## config.mk

```make
export PLATFORM = sky130hd
export DESIGN_NAME = key_cmd_scheduler_flat
export DESIGN_NICKNAME = d
export VERILOG_FILES = /design/src/rtl/key_cmd_scheduler_if.sv /design/src/rtl/key_cmd_scheduler.sv /design/src/flat_wrapper.sv
export SDC_FILE = /design/constraint.sdc
export NUM_CORES = 1
export LEC_CHECK = 0
export ABC_AREA = 1
export ABC_CLOCK_PERIOD_IN_PS = 2100
export CAP_MARGIN = 0
export CORE_ASPECT_RATIO = 1.25
export CORE_MARGIN = 2
export CORE_UTILIZATION = 50
export DETAILED_ROUTE_END_ITERATION = 6
export GPL_ROUTABILITY_DRIVEN = 0
export PLACE_DENSITY = 0.64
export RECOVER_POWER = 50
export SLEW_MARGIN = 20
export SYNTH_ARGS = -nofsm -noshare
export SYNTH_HDL_FRONTEND = slang
export SYNTH_SLANG_ARGS = --single-unit
```

## constraint.sdc

```tcl
create_clock -name clk -period 2.1 [get_ports clk]
set_clock_uncertainty 0.15 [all_clocks]
set_input_delay 0.21 -clock clk [delete_from_list [all_inputs] [get_ports clk]]
set_output_delay 0.21 -clock clk [all_outputs]
set_load 0.02 [all_outputs]
```

## src/rtl/key_cmd_scheduler_if.sv

```systemverilog
// Command handshake between the key scheduler and the game control FSM.
// The producer drives cmd_valid/cmd_code/drop; the consumer drives cmd_ready.
interface key_cmd_scheduler_if;
  logic       cmd_valid;
  logic [1:0] cmd_code;
  logic       cmd_ready;
  logic       drop;

  modport master (
    output cmd_valid,
    output cmd_code,
    output drop,
    input  cmd_ready
  );

  modport slave (
    input  cmd_valid,
    input  cmd_code,
    input  drop,
    output cmd_ready
  );
endinterface

```

## src/rtl/key_cmd_scheduler.sv

```systemverilog
// Turns up/down/space key levels into press and auto-repeat commands, queues one
// pending event per key and delivers them by fixed priority over valid/ready.
module key_cmd_scheduler #(
  parameter int CNT_W         = 25,
  parameter int REPEAT_DELAY  = 25000000,
  parameter int REPEAT_PERIOD = 5000000
) (
  input  logic                 clk,
  input  logic                 rst_n,
  input  logic                 enable,
  input  logic                 up,
  input  logic                 down,
  input  logic                 space,
  key_cmd_scheduler_if.master  cmd
);

  localparam int KEY_UP    = 0;
  localparam int KEY_DOWN  = 1;
  localparam int KEY_SPACE = 2;
  localparam int N_KEYS    = 3;

  localparam logic [1:0] CODE_IDLE  = 2'b00;
  localparam logic [1:0] CODE_UP    = 2'b01;
  localparam logic [1:0] CODE_DOWN  = 2'b10;
  localparam logic [1:0] CODE_SPACE = 2'b11;

  // The counter fires at LAST; reloading with DELAY-PERIOD spaces later repeats by PERIOD.
  localparam logic [CNT_W-1:0] CNT_LAST   = CNT_W'(REPEAT_DELAY - 1);
  localparam logic [CNT_W-1:0] CNT_RELOAD = CNT_W'(REPEAT_DELAY - REPEAT_PERIOD);

  typedef enum logic [1:0] {
    ST_IDLE   = 2'd0,
    ST_HELD   = 2'd1,
    ST_REPEAT = 2'd2
  } key_state_t;

  logic [N_KEYS-1:0] keys_in;
  logic [N_KEYS-1:0] event_vec;

  assign keys_in = {space, down, up};

  generate
    for (genvar gi = 0; gi < N_KEYS; gi++) begin : g_key
      localparam bit CAN_REPEAT = (gi != KEY_SPACE);

      logic             s1_reg;
      logic             s2_reg;
      logic             key_press;
      logic             rpt;
      key_state_t       state_reg;
      key_state_t       state_next;
      logic [CNT_W-1:0] cnt_reg;
      logic [CNT_W-1:0] cnt_next;

      always_ff @(posedge clk or negedge rst_n) begin
        if (!rst_n) begin
          s1_reg    <= 1'b0;
          s2_reg    <= 1'b0;
          state_reg <= ST_IDLE;
          cnt_reg   <= '0;
        end else begin
          s1_reg    <= keys_in[gi];
          s2_reg    <= s1_reg;
          state_reg <= state_next;
          cnt_reg   <= cnt_next;
        end
      end

      assign key_press = s1_reg & ~s2_reg;

      always_comb begin
        state_next = state_reg;
        cnt_next   = cnt_reg;
        rpt        = 1'b0;
        if (!enable || !s1_reg) begin
          state_next = ST_IDLE;
          cnt_next   = '0;
        end else begin
          case (state_reg)
            ST_IDLE: begin
              // A key already held (e.g. across an enable rise) waits for a fresh press.
              if (key_press) begin
                state_next = ST_HELD;
                cnt_next   = '0;
              end
            end
            ST_HELD: begin
              if (CAN_REPEAT) begin
                if (cnt_reg == CNT_LAST) begin
                  rpt        = 1'b1;
                  state_next = ST_REPEAT;
                  cnt_next   = CNT_RELOAD;
                end else begin
                  cnt_next = cnt_reg + CNT_W'(1);
                end
              end
            end
            ST_REPEAT: begin
              if (cnt_reg == CNT_LAST) begin
                rpt      = 1'b1;
                cnt_next = CNT_RELOAD;
              end else begin
                cnt_next = cnt_reg + CNT_W'(1);
              end
            end
            default: begin
              state_next = ST_IDLE;
              cnt_next   = '0;
            end
          endcase
        end
      end

      assign event_vec[gi] = enable & (key_press | rpt);
    end
  endgenerate

  logic [N_KEYS-1:0] pend_reg;
  logic [N_KEYS-1:0] pend_next;
  logic [N_KEYS-1:0] consume;
  logic              cmd_valid_reg;
  logic              cmd_valid_next;
  logic [1:0]        cmd_code_reg;
  logic [1:0]        cmd_code_next;
  logic              drop_reg;
  logic              drop_next;
  logic              load;

  assign load = ~cmd_valid_reg | cmd.cmd_ready;

  always_comb begin
    consume        = '0;
    cmd_valid_next = cmd_valid_reg;
    cmd_code_next  = cmd_code_reg;
    if (load) begin
      cmd_valid_next = 1'b0;
      cmd_code_next  = CODE_IDLE;
      // While disabled the stage only drains; pending flags are being flushed.
      if (enable) begin
        if (pend_reg[KEY_SPACE]) begin
          consume[KEY_SPACE] = 1'b1;
          cmd_valid_next     = 1'b1;
          cmd_code_next      = CODE_SPACE;
        end else if (pend_reg[KEY_UP]) begin
          consume[KEY_UP] = 1'b1;
          cmd_valid_next  = 1'b1;
          cmd_code_next   = CODE_UP;
        end else if (pend_reg[KEY_DOWN]) begin
          consume[KEY_DOWN] = 1'b1;
          cmd_valid_next    = 1'b1;
          cmd_code_next     = CODE_DOWN;
        end
      end
    end
  end

  always_comb begin
    pend_next = '0;
    drop_next = 1'b0;
    if (enable) begin
      pend_next = event_vec | (pend_reg & ~consume);
      // An event hitting a flag that stays set this edge has nowhere to go.
      drop_next = |(event_vec & pend_reg & ~consume);
    end
  end

  always_ff @(posedge clk or negedge rst_n) begin
    if (!rst_n) begin
      pend_reg      <= '0;
      cmd_valid_reg <= 1'b0;
      cmd_code_reg  <= CODE_IDLE;
      drop_reg      <= 1'b0;
    end else begin
      pend_reg      <= pend_next;
      cmd_valid_reg <= cmd_valid_next;
      cmd_code_reg  <= cmd_code_next;
      drop_reg      <= drop_next;
    end
  end

  assign cmd.cmd_valid = cmd_valid_reg;
  assign cmd.cmd_code  = cmd_code_reg;
  assign cmd.drop      = drop_reg;

endmodule

```

## src/flat_wrapper.sv

```systemverilog
// flat-port wrapper written by rule: the top's interface ports become plain ports
module key_cmd_scheduler_flat 
#(
  parameter int CNT_W         = 25,
  parameter int REPEAT_DELAY  = 25000000,
  parameter int REPEAT_PERIOD = 5000000
)
  (clk, rst_n, enable, up, down, space, cmd_cmd_valid, cmd_cmd_code, cmd_drop, cmd_cmd_ready);
  key_cmd_scheduler_if cmd_i ();
  input  logic clk;
  input  logic rst_n;
  input  logic enable;
  input  logic up;
  input  logic down;
  input  logic space;
  output wire logic [$bits(cmd_i.cmd_valid)-1:0] cmd_cmd_valid;
  output wire logic [$bits(cmd_i.cmd_code)-1:0] cmd_cmd_code;
  output wire logic [$bits(cmd_i.drop)-1:0] cmd_drop;
  input wire logic [$bits(cmd_i.cmd_ready)-1:0] cmd_cmd_ready;
  assign cmd_cmd_valid = cmd_i.cmd_valid;
  assign cmd_cmd_code = cmd_i.cmd_code;
  assign cmd_drop = cmd_i.drop;
  assign cmd_i.cmd_ready = cmd_cmd_ready;
  key_cmd_scheduler #(.CNT_W(CNT_W), .REPEAT_DELAY(REPEAT_DELAY), .REPEAT_PERIOD(REPEAT_PERIOD)) u_core (.clk(clk), .rst_n(rst_n), .enable(enable), .up(up), .down(down), .space(space), .cmd(cmd_i));
endmodule
```

* After elaboration in Yosys (flattened, before gate mapping) *
Cells that the tools add are included.
W data, S select, Z words.

word-level totals
  flip-flop bits (word level) = 94
  bits in latches = 0
  RAM bits = 0
  memory bits (read-only) = 0
  bits of input ports = 7
  output and inout bits = 4
  logic and storage cells = 122
  memories = 0

cells by class
  $add $sub $neg = 3
  $mul = 0
  divide/modulo/power cells = 0
  magnitude comparators = 0
  eq/ne operators = 18
  shift-type cells = 0
  mux-type cells = 48
  bitwise gates (word level) = 19
  reductions and logical operators = 18

operators by type and width
  operator                 count
  $mux W25                 9
  $pmux W25 S2             2
  $add A25 B1 Y25 const B  3
  $eq A25 B25 Y1 const B   3
  $pmux W25 S3             1
  $mux W2                  13
  $mux W1                  17
  $ne A3 B1 Y1 const B     5
  $pmux W2 S3              2
  $and A3 B3 Y3            3
  $mux W3                  3
  $ne A2 B1 Y1 const B     4
  $and A1 B1 Y1            6
  $eq A2 B1 Y1 const B     3
  $eq A2 B2 Y1 const B     3
  $logic_not A2 Y1         3
  $reduce_and A3 Y1        2
  $reduce_or A2 Y1         3
  $logic_not A1 Y1         4
  $not A1 Y1               4
  $or A1 B1 Y1             4
  $pmux W2 S2              1
  $reduce_and A2 Y1        2
  $logic_or A1 B1 Y1       3
  3 further kinds          3

* Depth between registers and ports, before layout *
Gate-level depths: netlist of run 1.

  depth after elaboration = 10
  depth in mapped cells = 11
  mapped depth without buffers = 11

* Worst setup path before layout of run 1 *
Ideal clock, no wire load.

  path type = register to register
  from = register u_core.g_key[1].state_reg[0]
  to = register u_core.g_key[1].cnt_reg[19]
  setup time = 120 ps
  arrival time = 1377 ps
  required time = 1830 ps
  slack = 453 ps
  stages on the path, launching flop included = 10
  cell sequence = dfrtp_1 > inv_1 > ha_1 > nand2_1 > nor2_2 > inv_2 > buf_2 > a31o_2 > inv_1 > nor2_1

between the ends
  cells in the longest elaborated chain, start to end = 4
  elaborated cells between the ends (all ways) = 7

RTL lines
  item                                                 RTL line                 source
  from (decl)                                          key_cmd_scheduler.sv:50  key_state_t state_reg;
  from (signal assigned)                               key_cmd_scheduler.sv:64  state_reg <= state_next;
  $eq A2 B1 Y1 / $eq A2 B2 Y1 (equally long branches)  key_cmd_scheduler.sv:79  case (state_reg)
  $reduce_or A2 Y1 (no source line)                    -
  $pmux W25 S2                                         key_cmd_scheduler.sv:79
  $mux W25                                             key_cmd_scheduler.sv:75  if (!enable || !s1_reg) begin
  to (signal assigned)                                 key_cmd_scheduler.sv:65  cnt_reg <= cnt_next;
  to (decl)                                            key_cmd_scheduler.sv:52  logic [CNT_W-1:0] cnt_reg;

Several ways; a longest one is shown, not always the timed one.
A chain may end at the register's enable or synchronous reset.

* Worst setup path in the final report of run 1 *
  from = register u_core.g_key[0].cnt_reg[1]
  to = register u_core.g_key[0].cnt_reg[9]

between the ends
  cells in the longest elaborated chain, start to end = 4
  elaborated cells between the ends (all ways) = 5

RTL lines
  item                                                      RTL line
  from (decl)                                               key_cmd_scheduler.sv:52
  from (signal assigned)                                    key_cmd_scheduler.sv:65
  $add A25 B1 Y25 / $eq A25 B25 Y1 (equally long branches)  -
  $mux W25 (*)                                              key_cmd_scheduler.sv:89, key_cmd_scheduler.sv:99
  $pmux W25 S2 (*)                                          key_cmd_scheduler.sv:79
  $mux W25 (*)                                              key_cmd_scheduler.sv:75

Every way passes the cells marked *; elsewhere a longest branch is shown, timed or not.

==> impl_results.md, run 1 <==
- Syn avg cell area: 7.15 sq um
- Cts bufs inserted: 9
- CP arrival: 2010 ps
- Initial antenna violation count: 0
- CTS Sinks: 67
- 1st-iter DRT viols: just under 200
- Family with the most delay on the worst path: simple AND/OR/NAND/NOR gates
- Synth-to-Final Area Change: 12.4%
- DR WL/cell: roughly 14 microns
- Worst-path clk slew: around 70 ps
- Element type at the critical path start: flip-flop
- Period Utilization, post-route: 0.917
- Setup TNS: 0 ps
- Seq. cell area: between 0.0015 and 0.002 sq mm
- Die height: 104 microns
- Max FFs per register: 50
- Ant. Diodes: 0
- Layout fillers: between 700 and 800
- CORE AREA: around 0.008 sq mm
- Post-route DRC: 0
- GRT Overall Usage: 0.233
- Status: completed
- DR pass1 iterations: 5
- Clk buf depth: 2
- Cell Count Post-Placement: 668
- Synth Instances: around 560
- Dpl cell area: between 0.004 and 0.005 sq mm
- Largest stage delay on the critical path: roughly 380 ps
- Grt ovf: 0
- CP bufs+invs: 2
- Final Hold Vio Count: 0
- Layout cells sized above 1: 0.0881
- Vias in the first global route: roughly 3,700
- Clock period minus worst slack: between 1500 and 2000 ps
- Vias per cell: 5.35
- Worst skew pair latency: about 350 ps
- H-tree depth: 3
- F_max: ~520 MHz
- Final Cell Area: between 0.004 and 0.005 sq mm
- DIE WIDTH: between 80 and 90 microns
- RSZ-0062 raised after global routing: no
- Number of setup violations in the final report: 0
- Final Util: 0.579
- Worst VDD drop: around 480 uV
- Final Max Slew Viols: 0
- Largest net degree at the start of global routing: 68
- Most used cell, CP: nand2_2
- Dpl hpwl: approximately 7000 microns
- Post-route ant nets: 0
- Hold Slack: roughly 230 ps
- Count of buffers from port buffering: 10
- Yosys reg bits: 67
- CP max-delay cell: dfrtp_1
- Slew Limit Headroom: 0.387
- Drt total wl: 9580 microns
- Row cnt: 36
- Seq/Total Area, Yosys: 0.418
- Syn Nets: 578
- Io pins: 11
- PD cells: 649 mW/mm^2
- Nets: between 600 and 700
- Multi-input logic area: between 0.002 and 0.0025 sq mm
- Critical path type: flip-flop to flip-flop
- Total die area: ~0.009 sq mm
- Mapped Area: ~0.0040 sq mm
- Max FO, Critical Path: 12
- Worst path cell trace: ha_1 -> inv_1 -> nor2_8 -> nand2_1 -> nor2_2 -> nand2_2 -> nand2_2 -> nand2_2 -> inv_2 -> nor2_1
- Cell variety after synth: 33
- First-pass GRT wire length: between 15,000 and 20,000 microns
- Vias: roughly 3,700
- Worst endpoint required time: roughly 2200 ps
- Static Leak: between 2 and 2.5 nW
- Final Non-Filler Cells: 685
- Worst-Margin Slew: about 900 ps
- Effective utilization at floorplan: 0.515
- TritonCTS clock tree: done
- Max-Cap Viols: 0
- Critical Path Sink Type: flip-flop
- Synth warn: 0
- Path type of the worst min-delay path: flip-flop to flip-flop
- Clock Tree Root: clkbuf_8
-- final timing paths --
kind                                                   startpoint  cells past startpoint                                      end  slack (ps)
max in group asynchronous                                   rst_n                      3  u_core.g_key[0].cnt_reg[23]$_DFFE_PN0P_         720
min in group asynchronous                                   rst_n                      3  u_core.g_key[1].cnt_reg[14]$_DFFE_PN0P_         480
min reg2reg                      u_core.g_key[2].s1_reg$_DFF_PN0_                      0         u_core.g_key[2].s2_reg$_DFF_PN0_         230
max                        u_core.g_key[0].cnt_reg[1]$_DFFE_PN0P_                     10   u_core.g_key[0].cnt_reg[9]$_DFFE_PN0P_         170
min                              u_core.g_key[2].s1_reg$_DFF_PN0_                      0         u_core.g_key[2].s2_reg$_DFF_PN0_         230
max reg2reg                u_core.g_key[0].cnt_reg[1]$_DFFE_PN0P_                     10   u_core.g_key[0].cnt_reg[9]$_DFFE_PN0P_         170
-- what timing repair did --
item                      4_1_cts  5_1_grt
resized for setup               0        0
setup buffers                   0        0
hold buffers                    1        0
hold endpoints to repair       67        0
-- layout make-up --
type,instances,area share
Clock inverter,6,0.0247
Sequential cell,67,0.372
Multi-Input combinational cell,411,0.446
Inverter,77,0.0641
Timing Repair Buffer,19,0.0366
Clock buffer,10,0.0305
Tap cell,95,0.0263
-- metal layers --
metal  vias to the layer above  GRT usage  wire (microns)
li1                       1822          -               -
met1                      1736      0.253            3820
met2                        75      0.417            5010
met3                        35     0.0444             282
met4                         0      0.134             460
met5                         -          0               0
-- placed cells by master (no fill, tap or decap), types with 3 or more instances in the layout --
cell type / synthesis / final
o21ai_1: 3 / 3
a21oi_1: 17 / 17
xnor2_1: 6 / 6
o21ai_0: 29 / 29
nor3_1: 18 / 18
nand3b_1: 4 / 4
xor2_1: 10 / 10
clkdlybuf4s50_1: 0 / 6
inv_2: 4 / 4
dlygate4sd3_1: 0 / 4
clkbuf_8: 0 / 10
dfrtp_1: 67 / 67
nand2_2: 8 / 8
nand2_1: 144 / 144
nor2_2: 7 / 7
nor2_1: 91 / 91
nand3_1: 31 / 31
ha_1: 10 / 10
bufinv_16: 0 / 3
nand4_1: 15 / 15
buf_4: 0 / 7
inv_1: 73 / 73
-- through the flow --
stage	total power [mW]	worst slack, ps
after floorplan	1.51	453
after global placement	1.60	179
after detailed placement	1.61	144
after CTS	2.96	129
after global routing	3.04	5.70
final	2.93	174
-- power by group --
part           switching, mW  internal (mW)  total, mW
sequential            0.0256           1.32       1.35
combinational          0.153         0.0757      0.229
clock                  0.530          0.823       1.35
-- kinds of logic (layout without fill, tap and decap cells) --
family / Yosys count / after routing / share of synthesized area
XOR/XNOR: 16 / 16 / 0.0349
adder cells (fa/ha/maj): 10 / 10 / 0.0312
AO/OA/AOI/OAI: 57 / 57 / 0.0770
flip-flops: 67 / 67 / 0.418
buffers and inverters: 83 / 112 / 0.0807
AND/OR/NAND/NOR: 328 / 328 / 0.358
-- synthesized netlist by cell type (all sizes together) --
library cell  instances  area [sq um]
o22ai                 1          6.26
nor3                 18          90.1
xnor2                 6          52.6
a211o                 1          8.76
ha                   10           125
xor2                 10          87.6
and2                  2          12.5
buf                   5          31.3
and3                  1          6.26
inv                  77           289
clkbuf                1          3.75
a21oi                17          85.1
o31ai                 1          7.51
nor2                101           428
or2                   1          6.26
nand4                15          93.8
nand3b                4          30.0
nor4                  1          6.26
dfrtp                67          1680
a31o                  2          17.5
o21bai                2          15.0
nand3                33           175
nand2               152           591
o21ai                32           160
a41oi                 1          8.76
(Power assumes the default switching activity.)
==> run 2, diff against run 1 <==
Settings changed: ABC_AREA 1 to 0.
==> run 2 against run 1 <==
Worst hold slack improved by 8.3 ps. Worst setup slack got worse by 95 ps. Highest routed layer unchanged. Largest power group unchanged. Cell area rose by 7.9%. Sequential share of layout area fell by 2.7 points. Area after synthesis rose by 0.22%. Die area rose by 0.20%. Utilization rose by 4.6 points. Sequential power barely moved. Sequential cell count did not move. Non-clock buffer count rose by 49. Cell count fell by 10%.
==> impl_results.md, run 2 <==
- Status: completed
- Commonest non-fill, non-tap cell in the layout: dfrtp_1
- Vias: 3,741
- DR WL/cell: between 15 and 20 microns
- EDFF count, synth: 0
- 1st-iter DRT viols: 209
- Path type of the worst min-delay path: flip-flop to flip-flop
- Seq/Total Area, Yosys: 0.417
- Row cnt: 36
- Slew Limit Headroom: 0.395
- Vias per cell: 6.07
- F_max: slightly below 500 MHz
- Worst-Margin Slew: ~910 ps
- Syn avg cell area: 8.80 sq um
- Worst endpoint required time: roughly 2200 ps
- Main synth FF type: dfrtp_1
- DIE WIDTH: roughly 84 microns
- Cts bufs inserted: 9
- Count of buffers from port buffering: 10
- CORE AREA: 0.00779 sq mm
- Post-route DRC: 0
- Effective utilization at floorplan: 0.516
- Total die area: 0.00878 sq mm
- DR pass1 iterations: 5
- Nets: 533
- Clock Tree Root: clkbuf_8
- Post-synthesis async set-or-reset flop share: 1.00
- Post-route ant nets: 0
- Vias in the first global route: 3,662
- Final setup margin: a little under 80 ps
- Yosys reg bits: 67
- Synth area leaders: dfrtp_1, nand2_1, nand3_1
- Synth-to-Final Area Change: 21.0%
- Final Util: 0.625
- Critical path type: flip-flop to flip-flop
- TritonCTS clock tree: done
- Final Power: between 2 and 3 mW
- Met3 routed WL: between 300 and 400 microns
- Worst skew pair latency: approximately 340 ps
- CTS Sinks: 67
- Grt ovf: 0
- Commonest cells after routing, fill and taps aside: dfrtp_1, nand2_1, buf_4
- Number of setup violations in the final report: 0
- Io pins: 11
- Max FFs per register: 50
- Worst R2R Setup Slack: between 70 and 80 ps
- Place WS: -55.5 ps
- Synth Instances: around 460
- Die height: approximately 100 microns
- Ant. Diodes: 0
- GRT Overall Usage: 0.239
- H-tree depth: 3
- Yosys top cell by area: dfrtp_1
- Cell variety after synth: 60
- Element type at the critical path start: flip-flop
- CP arrival: roughly 2100 ps
- Drt total wl: 10,100 microns
- Final Max Slew Viols: 0
- Max-Cap Viols: 0
- Top cells by count, synth: dfrtp_1, nand2_1, nand3_1, a21oi_1, o21ai_0
- Synth warn: 0
- Static Leak: 2.09 nW
- Max FO, Critical Path: 5
- Mapped Area: ~0.004 sq mm
- Yosys top cell area share: 0.417
- PD cells: around 540 mW/mm^2
- Clk buf depth: 2
- Final Hold Vio Count: 0
- Most common cell in the netlist: dfrtp_1
- Met2 wire length: between 5000 and 6000 microns
- Highest layer used for signal routing: met4
- Largest net degree at the start of global routing: 68
- Syn Nets: roughly 470
- Worst-path clk slew: around 70 ps
- Period Utilization, post-route: 0.963
- Dpl hpwl: 7300 microns
- Critical Path Sink Type: flip-flop
- Layout cells sized above 1: 0.192
- First-pass GRT wire length: 17,200 microns
- Clock period minus worst slack: between 2000 and 2500 ps
- Metal-1 WL: around 4200 microns
- Worst VDD drop: 403 uV
- Initial antenna violation count: 0
==> run 2: critical path, stage by stage, from the launching register on <==
cell     delay (ps)
dfrtp_1         370
ha_2            200
and3_1          190
nand4_1         150
o31a_1          320
buf_4           170
buf_4           130
a21oi_1         110
o22ai_1         100
==> run 2: cells by family (layout without fill, tap and decap cells) <==
logic type,Yosys count,after routing,synth area share
adders and majority gates,10,10,0.0311
DFF,67,67,0.417
AOI/OAI and AO/OA,119,119,0.183
and+or+nand+nor,208,208,0.289
muxes,15,15,0.0379
buffers and inverters,38,102,0.0417
==> run 2: worst paths after layout <==
check / start / to / cells after the start
worst max-delay path: u_core.g_key[1].cnt_reg[1]$_DFFE_PN0P_ / u_core.g_key[1].cnt_reg[23]$_DFFE_PN0P_ / 8
worst min-delay path: u_core.g_key[2].s1_reg$_DFF_PN0_ / u_core.g_key[2].s2_reg$_DFF_PN0_ / 0
worst max register to register: u_core.g_key[1].cnt_reg[1]$_DFFE_PN0P_ / u_core.g_key[1].cnt_reg[23]$_DFFE_PN0P_ / 8
worst min register to register: u_core.g_key[2].s1_reg$_DFF_PN0_ / u_core.g_key[2].s2_reg$_DFF_PN0_ / 0
max in group asynchronous: rst_n / u_core.g_key[1].cnt_reg[12]$_DFFE_PN0P_ / 3
min in group asynchronous: rst_n / u_core.g_key[0].state_reg[1]$_DFFE_PN0P_ / 3
==> run 2: per-layer routing <==
layer,global-route usage,vias up
met2,0.414,100
li1,-,1812
met3,0.0302,31
met4,0.120,0
met1,0.290,1798
met5,0,-
==> run 2: cell type report <==
type / instances / area (sq um)
inverter: 18 / 67.6
clock buffer: 14 / 153
clock inverter: 2 / 35.0
multi-input combinational: 352 / 2230
timing repair buffer: 68 / 587
fill: 667 / 2930
sequential: 67 / 1680
tap: 95 / 119
==> run 2: stage by stage <==
| step | area [sq um] | std cells | hold WS [ps] | setup TNS [ps] |
|---|---|---|---|---|
| global route | 4870 | 616 | 246 | -16.0 |
| finish | 4870 | 616 | 234 | 0 |
| global placement | 4620 | 598 | 107 | 0 |
| floorplan | 4020 | 457 | -236 | 0 |
| CTS | 4820 | 615 | 146 | 0 |
| detailed placement | 4620 | 598 | 112 | -115 |
==> run 2: report_power, final <==
part / switching (mW) / leakage [nW] / internal, mW
Clock: 0.485 / 0.0947 / 0.582
Sequential: 0.0188 / 0.913 / 1.31
Combinational: 0.128 / 1.08 / 0.0830
Total: 0.632 / 2.09 / 1.97
==> run 2: repair_timing <==
item / 4_1_cts / 5_1_grt
endpoints found under the setup margin: 0 / 31
buffers inserted: 0 / 1
endpoints found under the hold margin: 67 / 0
gates resized for setup: 0 / 11
hold buffers: 1 / 0
==> run 3, diff against run 2 <==
Settings changed: SKIP_LAST_GASP set to 1.
==> run 3 against run 2 <==
Cell area hardly changed. Worst hold slack is essentially flat. Worst setup slack hardly changed. Routed wire length about the same. Sequential share of layout area about the same. Sequential power about the same. First-iteration DRC count is the same. Register-to-register slack barely moved. Count of clock-buffer cells in the layout is the same. Combinational power barely moved. Critical path depth unchanged. Global-route usage is the same. Critical endpoint unchanged.
==> impl_results.md, run 3 (synthesized netlist as in run 2, its figures left out) <==
- Status: completed
- Internal power: approximately 2.0 mW
- DR pass1 iterations: 5
- Worst-path clk slew: ~70 ps
- DR WL/cell: approximately 16 microns
- Cts bufs inserted: 9
- Critical path type: flip-flop to flip-flop
- Critical Path Sink Type: flip-flop
- Vias: between 3,000 and 4,000
- GRT Overall Usage: 0.239
- RSZ-0062 raised after global routing: yes
- Power share of the combinational group: 0.081
- Register share of total power: 0.510
- Ant. Diodes: 0
- Io pins: 11
- Clock period minus worst slack: about 2000 ps
- Switch share: 0.242
- F_max: roughly 490 MHz
- Number of setup violations in the final report: 0
- Clock network power share: 0.409
- Commonest non-fill, non-tap cell in the layout: dfrtp_1
- Worst-Margin Slew: about 910 ps
- Dpl hpwl: roughly 7300 microns
- Layout cells sized above 1: 0.192
- DIE WIDTH: 84.2 microns
- Switching power total: 630 uW
- Commonest cells after routing, fill and taps aside: dfrtp_1, nand2_1, buf_4
- Largest net degree at the start of global routing: between 60 and 70
- Clk buf depth: 2
- Row cnt: 36
- Max FFs per register: 50
- Worst endpoint required time: ~2200 ps
- Family with the most delay on the worst path: compound AO/OA/AOI/OAI gates
- Final Cell Area: 0.00486 sq mm
- Final Non-Filler Cells: about 600
- Vias per cell: 6.07
- Total die area: ~0.0088 sq mm
- Dpl cell area: approximately 0.0046 sq mm
- CP arrival: around 2100 ps
- Path type of the worst min-delay path: flip-flop to flip-flop
- Largest stage delay on the critical path: 370 ps
- Slew Limit Headroom: 0.395
- Period Utilization, post-route: 0.963
- Max-Cap Viols: 0
- CORE AREA: roughly 0.008 sq mm
- Worst path cell trace: ha_2 -> and3_1 -> nand4_1 -> o31a_1 -> buf_4 -> buf_4 -> a21oi_1 -> o22ai_1
- Layout fillers: around 670
- 1st-iter DRT viols: 209
- PD cells: between 500 and 600 mW/mm^2
- Grt ovf: 0
- Worst skew pair latency: between 300 and 400 ps
- Hold Slack: about 230 ps
- Max FO, Critical Path: 5
- Setup TNS: 0 ps
- Initial antenna violation count: 0
- First-pass GRT wire length: around 17,000 microns
- CTS Sinks: 67
- Nets: 533
- Static Leak: around 2.1 nW
- Count of buffers from port buffering: 10
- TritonCTS clock tree: done
- Clock Tree Root: clkbuf_8
- Synth-to-Final Area Change: 20.9%
- Cell Count Post-Placement: around 600
- Element type at the critical path start: flip-flop
- Effective utilization at floorplan: 0.516
- H-tree depth: 3
- Post-route ant nets: 0
- Final Hold Vio Count: 0
- Drt total wl: about 10,000 microns
- Worst VDD drop: around 400 uV
- Post-route DRC: 0
- Most used cell, CP: buf_4
- CP max-delay cell: dfrtp_1
- Vias in the first global route: ~3,700
- Die height: 104 microns
- Final Max Slew Viols: 0
- CP bufs+invs: 2
- Final Power: about 2.6 mW
-- run 3: cell count changes in the layout (fill, tap and decap cells not counted) --
cell | before | now
buf_4 | 51 | 52
buf_6 | 1 | 0
-- run 3: repair_timing --
| action | 4_1_cts | 5_1_grt |
|---|---|---|
| buffers inserted | 0 | 1 |
| setup endpoints to repair | 0 | 31 |
| gates resized for setup | 0 | 10 |
| endpoints found under the hold margin | 67 | 0 |
| hold buffers | 1 | 0 |
-- run 3: worst register-to-register path, cell delays in order (launching register included) --
cell and delay (ps):
dfrtp_1 370, ha_2 200, and3_1 190, nand4_1 150, o31a_1 320, buf_4 170
buf_4 140, a21oi_1 120, o22ai_1 100
-- run 3: path summary, 6_finish.rpt --
kind                       cells after the start                              startpoint                                  endpoint  slack [ps]
max reg2reg                                    8  u_core.g_key[1].cnt_reg[1]$_DFFE_PN0P_   u_core.g_key[1].cnt_reg[23]$_DFFE_PN0P_          80
max                                            8  u_core.g_key[1].cnt_reg[1]$_DFFE_PN0P_   u_core.g_key[1].cnt_reg[23]$_DFFE_PN0P_          80
min in group asynchronous                      3                                   rst_n  u_core.g_key[0].state_reg[1]$_DFFE_PN0P_         500
min reg2reg                                    0        u_core.g_key[2].s1_reg$_DFF_PN0_          u_core.g_key[2].s2_reg$_DFF_PN0_         230
max in group asynchronous                      3                                   rst_n   u_core.g_key[1].cnt_reg[12]$_DFFE_PN0P_         660
min                                            0        u_core.g_key[2].s1_reg$_DFF_PN0_          u_core.g_key[2].s2_reg$_DFF_PN0_         230
-- run 3: cell type report --
| class | instances | area, sq um | share of cell area |
|---|---|---|---|
| repair buffers | 68 | 583 | 0.120 |
| well taps | 95 | 119 | 0.0244 |
| multi-input cells | 352 | 2230 | 0.458 |
| flip-flops and latches | 67 | 1680 | 0.345 |
| clock buffers | 14 | 153 | 0.0314 |
| inverters | 18 | 67.6 | 0.0139 |
| clock inverters | 2 | 35.0 | 0.00720 |
-- run 3: stage by stage --
step                      utilization  worst slack (ps)
after floorplan                     -               124
after global placement          0.593              16.2
after detailed placement        0.593             -55.5
after CTS                       0.618              8.62
after global routing            0.624             -10.1
final                           0.624              78.6
-- run 3: power groups by stage --
stage / registers [mW] / logic [mW] / clock network [mW]
5_1_grt: 1.33 / 0.236 / 1.13
3_5_place_dp: 1.35 / 0.216 / 0
3_3_place_gp: 1.35 / 0.212 / 0
4_1_cts: 1.33 / 0.218 / 1.08
2_1_floorplan: 1.36 / 0.108 / 0
6_report: 1.33 / 0.211 / 1.07
-- run 3: routing by layer --
layer / vias to the layer above / track usage / routed length (microns)
met4: 0 / 0.120 / 335
met2: 100 / 0.414 / 5190
met1: 1797 / 0.290 / 4240
met3: 31 / 0.0302 / 308
li1: 1812 / - / -
met5: - / 0 / 0
